### src/rtl/dcache_flush_unit.sv
// Flush walker for the write-back dcache: visits every set, writes back valid+dirty ways,
// invalidates the set, then acks. Optional stats counters under `DCACHE_FLUSH_STATS_EN.
module dcache_flush_unit #(
    parameter int NUM_SETS     = 256,
    parameter int NUM_WAYS     = 8,
    parameter int TAG_WIDTH    = 44,
    parameter int OFFSET_WIDTH = 4,
    localparam int IDX_W       = $clog2(NUM_SETS),
    localparam int WAY_W       = (NUM_WAYS > 1) ? $clog2(NUM_WAYS) : 1,
    localparam int ADDR_W      = TAG_WIDTH + IDX_W + OFFSET_WIDTH
) (
    input  logic                          clk_i,
    input  logic                          rst_i,
    input  logic                          flush_i,
    output logic                          flush_ack_o,
    output logic                          busy_o,
    output logic                          tag_req_o,
    input  logic                          tag_gnt_i,
    output logic [IDX_W-1:0]              tag_idx_o,
    input  logic [NUM_WAYS*TAG_WIDTH-1:0] tag_rdata_i,
    input  logic [NUM_WAYS-1:0]           valid_i,
    input  logic [NUM_WAYS-1:0]           dirty_i,
    output logic                          wb_valid_o,
    input  logic                          wb_ready_i,
    output logic [ADDR_W-1:0]             wb_addr_o,
    output logic [WAY_W-1:0]              wb_way_o,
    output logic                          inv_o
`ifdef DCACHE_FLUSH_STATS_EN
    ,
    output logic [31:0]                   flush_cnt_o,
    output logic [31:0]                   wb_cnt_o
`endif
);

    typedef enum logic [2:0] {
        IDLE, READ, LOOKUP, WB, INV, DONE, DRAIN
    } state_e;

    state_e                          state_q, state_d;
    logic [IDX_W-1:0]                idx_q, idx_d;
    logic [NUM_WAYS*TAG_WIDTH-1:0]   tags_q, tags_d;
    logic [NUM_WAYS-1:0]             pend_q, pend_d;
    logic [NUM_WAYS-1:0]             way_oh;
    logic [WAY_W-1:0]                wb_way;

    // Lowest pending way first: one-hot for clearing, encoded for the address/way outputs.
    assign way_oh = pend_q & (~pend_q + NUM_WAYS'(1));

    always_comb begin
        wb_way = '0;
        for (int i = NUM_WAYS - 1; i >= 0; i--) begin
            if (pend_q[i]) wb_way = WAY_W'(i);
        end
    end

    // NOTE: sequential state uses non-blocking assignments so every register samples pre-edge values.
    always_ff @(posedge clk_i or posedge rst_i) begin
        if (rst_i) begin
            state_q <= IDLE;
            idx_q   <= '0;
            tags_q  <= '0;
            pend_q  <= '0;
        end else begin
            state_q <= state_d;
            idx_q   <= idx_d;
            tags_q  <= tags_d;
            pend_q  <= pend_d;
        end
    end

    // NOTE: every signal written here gets a default first, so no path can infer a latch.
    always_comb begin
        state_d     = state_q;
        idx_d       = idx_q;
        tags_d      = tags_q;
        pend_d      = pend_q;
        flush_ack_o = 1'b0;
        tag_req_o   = 1'b0;
        wb_valid_o  = 1'b0;
        wb_addr_o   = '0;
        wb_way_o    = '0;
        inv_o       = 1'b0;

        unique case (state_q)
            IDLE: begin
                if (flush_i) begin
                    state_d = READ;
                    idx_d   = '0;
                end
            end
            READ: begin
                tag_req_o = 1'b1;
                if (tag_gnt_i) state_d = LOOKUP;
            end
            LOOKUP: begin
                tags_d  = tag_rdata_i;
                pend_d  = valid_i & dirty_i;
                state_d = ((valid_i & dirty_i) != '0) ? WB : INV;
            end
            WB: begin
                wb_valid_o = 1'b1;
                wb_way_o   = wb_way;
                wb_addr_o  = {tags_q[int'(wb_way)*TAG_WIDTH +: TAG_WIDTH], idx_q,
                              {OFFSET_WIDTH{1'b0}}};
                if (wb_ready_i) begin
                    pend_d = pend_q & ~way_oh;
                    if ((pend_q & ~way_oh) == '0) state_d = INV;
                end
            end
            INV: begin
                inv_o = 1'b1;
                // Completion by compare, so the counter never needs an extra bit to wrap into.
                if (idx_q == IDX_W'(NUM_SETS - 1)) begin
                    state_d = DONE;
                end else begin
                    idx_d   = idx_q + IDX_W'(1);
                    state_d = READ;
                end
            end
            DONE: begin
                flush_ack_o = 1'b1;
                state_d     = DRAIN;
            end
            DRAIN: begin
                if (!flush_i) state_d = IDLE;
            end
            default: state_d = IDLE;
        endcase
    end

    assign busy_o    = (state_q != IDLE);
    assign tag_idx_o = idx_q;

`ifdef DCACHE_FLUSH_STATS_EN
    always_ff @(posedge clk_i or posedge rst_i) begin
        if (rst_i) begin
            flush_cnt_o <= '0;
            wb_cnt_o    <= '0;
        end else begin
            if (flush_ack_o)              flush_cnt_o <= flush_cnt_o + 32'd1;
            if (wb_valid_o && wb_ready_i) wb_cnt_o    <= wb_cnt_o + 32'd1;
        end
    end
`endif

endmodule

### config.mk
export PLATFORM = sky130hd
export DESIGN_NAME = dcache_flush_unit
export DESIGN_NICKNAME = d
export VERILOG_FILES = /design/src/rtl/dcache_flush_unit.sv
export SDC_FILE = /design/constraint.sdc
export NUM_CORES = 1
export LEC_CHECK = 0
export ABC_AREA = 1
export CORE_MARGIN = 2
export CORE_UTILIZATION = 55
export CTS_BUF_LIST = sky130_fd_sc_hd__clkbuf_2
export DETAILED_ROUTE_END_ITERATION = 10
export GPL_TIMING_DRIVEN = 0
export PLACE_DENSITY = 0.89
export SYNTH_ARGS = -nofsm -noshare
export SYNTH_HDL_FRONTEND = slang
export SYNTH_SLANG_ARGS = --single-unit
export TNS_END_PERCENT = 30
### constraint.sdc
create_clock -name clk_i -period 23.7 [get_ports clk_i]
set_input_delay 2.37 -clock clk_i [delete_from_list [all_inputs] [get_ports clk_i]]
set_output_delay 2.37 -clock clk_i [all_outputs]
set_load 0.02 [all_outputs]
After elaboration in Yosys (flattened, before gate mapping) --
Cells that the tools add are included.
Cells by class: mux-type cells 27, reduce and logical (&&, ||, !) cells 9, $mul 1, bitwise logic cells 5, add/subtract/negate cells 2, equality and inequality tests 13, shifts and indexed selects 1
Operators with widths (count):
- $shiftx A352 B10 Y44 | 1
- $mux W56 | 1
- $mux W3 | 16
- $pmux W8 S2 | 2
- $and A8 B8 Y8 | 3
- $mux W8 | 3
- $pmux W3 S7 | 1
- $add A8 B1 Y8 const B | 2
- $not A8 Y8 | 2
- $ne A2 B2 Y1 const B | 6
- $eq A3 B3 Y1 const B | 3
- $eq A8 B8 Y1 const B | 1
- $logic_not A8 Y1 | 1
- $reduce_bool A8 Y1 | 1
- $mul A3 B4 Y7 const B | 1
- $eq A3 B2 Y1 const B | 2
- $reduce_and A5 Y1 | 1
- $mux W1 | 4
- $reduce_bool A2 Y1 | 2
- $eq A3 B1 Y1 const B | 1
- $logic_not A3 Y1 | 1
- $reduce_and A3 Y1 | 1
- $reduce_bool A3 Y1 | 1
- $reduce_and A2 Y1 | 1
Word-level totals: word-level logic and storage cells 62, output and inout port bits 72, bits of input ports 373, register bits after elaboration 371

Depth between registers and ports, before layout --
word-level depth 11, depth in mapped cells 14, depth with buffers taken out 12

Least setup slack after synthesis --
OpenSTA, ideal clock, no wires.
path kind flip-flop to output port, start point reg pend_q[3], end point out wb_addr_o[46], data required time 21330 ps, path slack 19749 ps, arrival time 1581 ps, buffers on the path 1, stages on the path, launching flop included 9, cell sequence dfrtp_1 -> nor2_1 -> nand2_1 -> inv_1 -> nand2_1 -> nor2_2 -> buf_2 -> nand3_1 -> nand2_1
On the way: cells in the longest elaborated chain, start to end 7
Ends and longest elaborated chain:
- start, declared | RTL line 42 | logic [NUM_WAYS-1:0] pend_q, pend_d;
- start signal, assigned | RTL line 67 | pend_q <= pend_d;
- $mux W3 (4 in series) | RTL line 52 | if (pend_q[i]) wb_way = WAY_W'(i);
- $mul A3 B4 Y7 | RTL line 103 | wb_addr_o = {tags_q[int'(wb_way)*TAG_WIDTH +: TAG_WIDTH], idx_q,
- $shiftx A352 B10 Y44 | RTL line 103
- $mux W56 | RTL line 84 | unique case (state_q)
- end, declared | RTL line 25 | output logic [ADDR_W-1:0] wb_addr_o,
No other way between the ends.

Final worst setup path --
start point reg pend_q[0], end point out wb_addr_o[29]
On the way: cells in the longest elaborated chain, start to end 4
Ends and longest elaborated chain (RTL line):
- $mux W3 | 52
- $mul A3 B4 Y7 | 103
- $shiftx A352 B10 Y44 | 103
- $mux W56 | 84
No other way between the ends.

==> results_dict.tcl <==
set metrics [dict create \
    min_to "tags_q[203]" \
    timing.setup.tns_ps 0 \
    report.final.slew_viol_count 0 \
    ys_seq_area_share_pct 52.1 \
    design.portCount 445 \
    first_pass_iters 7 \
    grt_antenna_before_repair 4 \
    vdd_drop_max_uv 85.0 \
    grt.overflow.total 0 \
    worst_r2r_endpoint "tags_q[95]" \
    fp.dieArea_um2 33900 \
    wirelength_mm 66.9 \
    area_growth_pct 32.1 \
    use_met2_pct 61.8 \
    grt_max_degree 134 \
    globalplace.congestion 0.979 \
    synth_area_per_cell_um2 7.34 \
    clkTransAtPathRegs_ps 100 \
    die_w_um 184 \
    tightest_slew_ps 1130 \
    io_buffers 440 \
    leakage_nw 12.1 \
    grt_pass1_vias 19000 \
    min_path_cells 2 \
    grt_pass1_wl_mm 102 \
    rsz0062_at_grt "false" \
    slew_headroom_pct 24.3 \
    max_freq_mhz 156 \
    grt_util_all_layers_pct 39.5 \
    cts_max_level 3 \
    post-cts-setup-buffer-count 0 \
    p_per_area_nw_per_um2 137 \
    wl_per_cell_um 19.5 \
    dp_hpwl_mm 49.4 \
    r2r-start "state_q[1]" \
    synth_warnings 0 \
    fin_crit_ps 6410 \
    drc 0 \
    fin_crit_sh_pct 27.0 \
    clk_latency_ps 950 \
    r2r_cells 7 \
    seqCellArea_um2 9280 \
    status "complete, no violations" \
    start_util_pct 56.2 \
    cts_buffer_depth 3 \
    path_class "flop to primary output" \
    nets 3343 \
    viasPerCell 5.71 \
    hold_viol_final 0 \
    grtUsageMet1_pct 51.3 \
    multi_input_area_um2 7680 \
    power_w 0.00324 \
    hold_path.class "flop to flop" \
    cts-root-buf "clkbuf_2" \
    numCtsBuffers 92 \
    synth-seq-cells 371 \
    vias 19600 \
    holdBufCountCts 0 \
    setup_viol 0 \
    rows 65 \
    grt.busiest_layer "met2" \
    cap_violations 0 \
    cp-start-kind "flop" \
    end_kind "primary output" \
    core_um2 31700 \
    drtAntennaViolNets 0 \
    die_y_um 184 \
    arrival_ps 4040 \
    drtIter0Drc 2245 \
    min_from "tags_q[203]" \
    yosysUniqueCellTypes 29 \
    netlist_area_um2 17800 \
    nFillCells 2519 \
    critical_path.max_fanout 10 \
    cts.sinks 371 \
    cts_tree "yes" \
    critical_path_required_ps 21330 \
    reg2reg_slack_ps 21220 \
    clock-skew-final_ps 58.9 \
    cts.repair.resized 0 \
    netlist_instances 2430 \
    drive_above_1_share_pct 7.50 \
    met3_usage_pct 9.11 \
]
-- Yosys cell counts --
cell type	number	area, µm²
a21oi_1	4	20.0
a21oi_2	1	8.76
a21oi_4	1	16.3
buf_1	8	30.0
buf_2	63	315
buf_4	8	60.1
buf_6	5	56.3
clkbuf_1	84	315
clkinv_1	1	3.75
conb_1	1	3.75
dfrtp_1	371	9280
ha_1	1	12.5
inv_1	25	93.8
inv_2	3	11.3
nand2_1	1334	5010
nand2_2	2	12.5
nand3_1	456	2280
nand4_1	2	12.5
nor2_1	28	105
nor2_2	3	18.8
nor3_1	4	20.0
nor4_1	1	6.26
o211ai_1	1	7.51
o21ai_0	14	70.1
o21ai_1	1	5.00
o22ai_1	4	25.0
o31ai_1	1	7.51
or2_2	1	6.26
xor2_1	2	17.5
-- where the power goes --
| group | total, W | switching (W) | internal [W] |
|---|---|---|---|
| combinational | 0.00170 | 0.00113 | 0.000570 |
| clock | 0.000411 | 0.000266 | 0.000144 |
| sequential | 0.00112 | 0.000186 | 0.000937 |
| total | 0.00324 | 0.00159 | 0.00165 |
-- how the worst max path moves through the flow --
| stage | from | endpoint | slack, ps | depth (start not counted) |
|---|---|---|---|---|
| after global routing | pend_q[0] | wb_addr_o[51] | 17250 | 8 |
| after floorplan | rst_i | pend_q[0] | 11030 | 1 |
| after global placement | rst_i | tags_q[28] | 7020 | 2 |
| final | pend_q[0] | wb_addr_o[29] | 17290 | 8 |
| after detailed placement | pend_q[0] | wb_addr_o[20] | 18410 | 8 |
| after CTS | pend_q[0] | wb_addr_o[20] | 17380 | 8 |
-- area by class of cell --
class                      count  share of cell area (%)
clock inverter                25                   0.414
sequential                   371                    39.4
clock buffer                 128                    2.72
inverter                      29                   0.494
buffer                       168                    3.30
tap                          402                    2.13
antenna                        3                  0.0319
timing repair buffer         442                    18.9
multi-input combinational   1865                    32.6
-- metrics by stage --
step           utilization (%)  std cells  hold WS [ps]  instance area [µm²]  setup slack [ps]
2_1_floorplan                -       2433           449                17800             11030
3_3_place_gp              71.7       3275           462                22800              7020
3_5_place_dp              71.9       3277           465                22800             18410
4_1_cts                   74.3       3430           488                23600             17380
5_1_grt                   74.3       3433           505                23600             17250
6_report                  74.3       3433           486                23600             17290
-- kinds of logic (layout without fill, tap and decap cells) --
group,count (synthesis),after routing,share of synthesized area [%]
flops,371,371,52.1
xor+xnor,2,2,0.0982
other cells,1,7,0.0210
compound gates,27,27,0.898
simple gates,1831,1831,41.9
fa+ha+maj,1,1,0.0701
buf+inv,197,792,4.97
-- routing by layer --
metal	part of all wire, %	wire [µm]
met1	38	25100
met2	45	30200
met3	12	7850
met4	5.5	3660
met5	0.016	11
-- placed cells by master (no fill, tap or decap), drive strengths merged --
cell / count
inv: 34
nor4: 1
nand3: 456
o22ai: 4
o21ai: 15
nor2: 31
buf: 86
a21oi: 6
nor3: 4
diode: 3
nand4: 2
xor2: 2
clkbuf: 212
conb: 4
or2: 1
clkinv: 20
dfrtp: 371
clkdlybuf4s50: 440
nand2: 1336
o211ai: 1
o31ai: 1
ha: 1
-- sequential cells by signal (all words and copies together), names as in the netlist --
| name | flops |
|---|---|
| pend_q | 8 |
| state_q | 3 |
| tag_idx_o | 8 |
| tags_q | 352 |
-- critical path, cell delays in order (launching register included) --
cell,delay [ps]
dfrtp_1,430
inv_2,160
clkbuf_1,860
clkbuf_1,560
nand3_1,140
nand3_1,110
nand3_1,130
nand2_1,110
clkdlybuf4s50_1,610
Note: power is estimated with default switching activity, not from simulation.
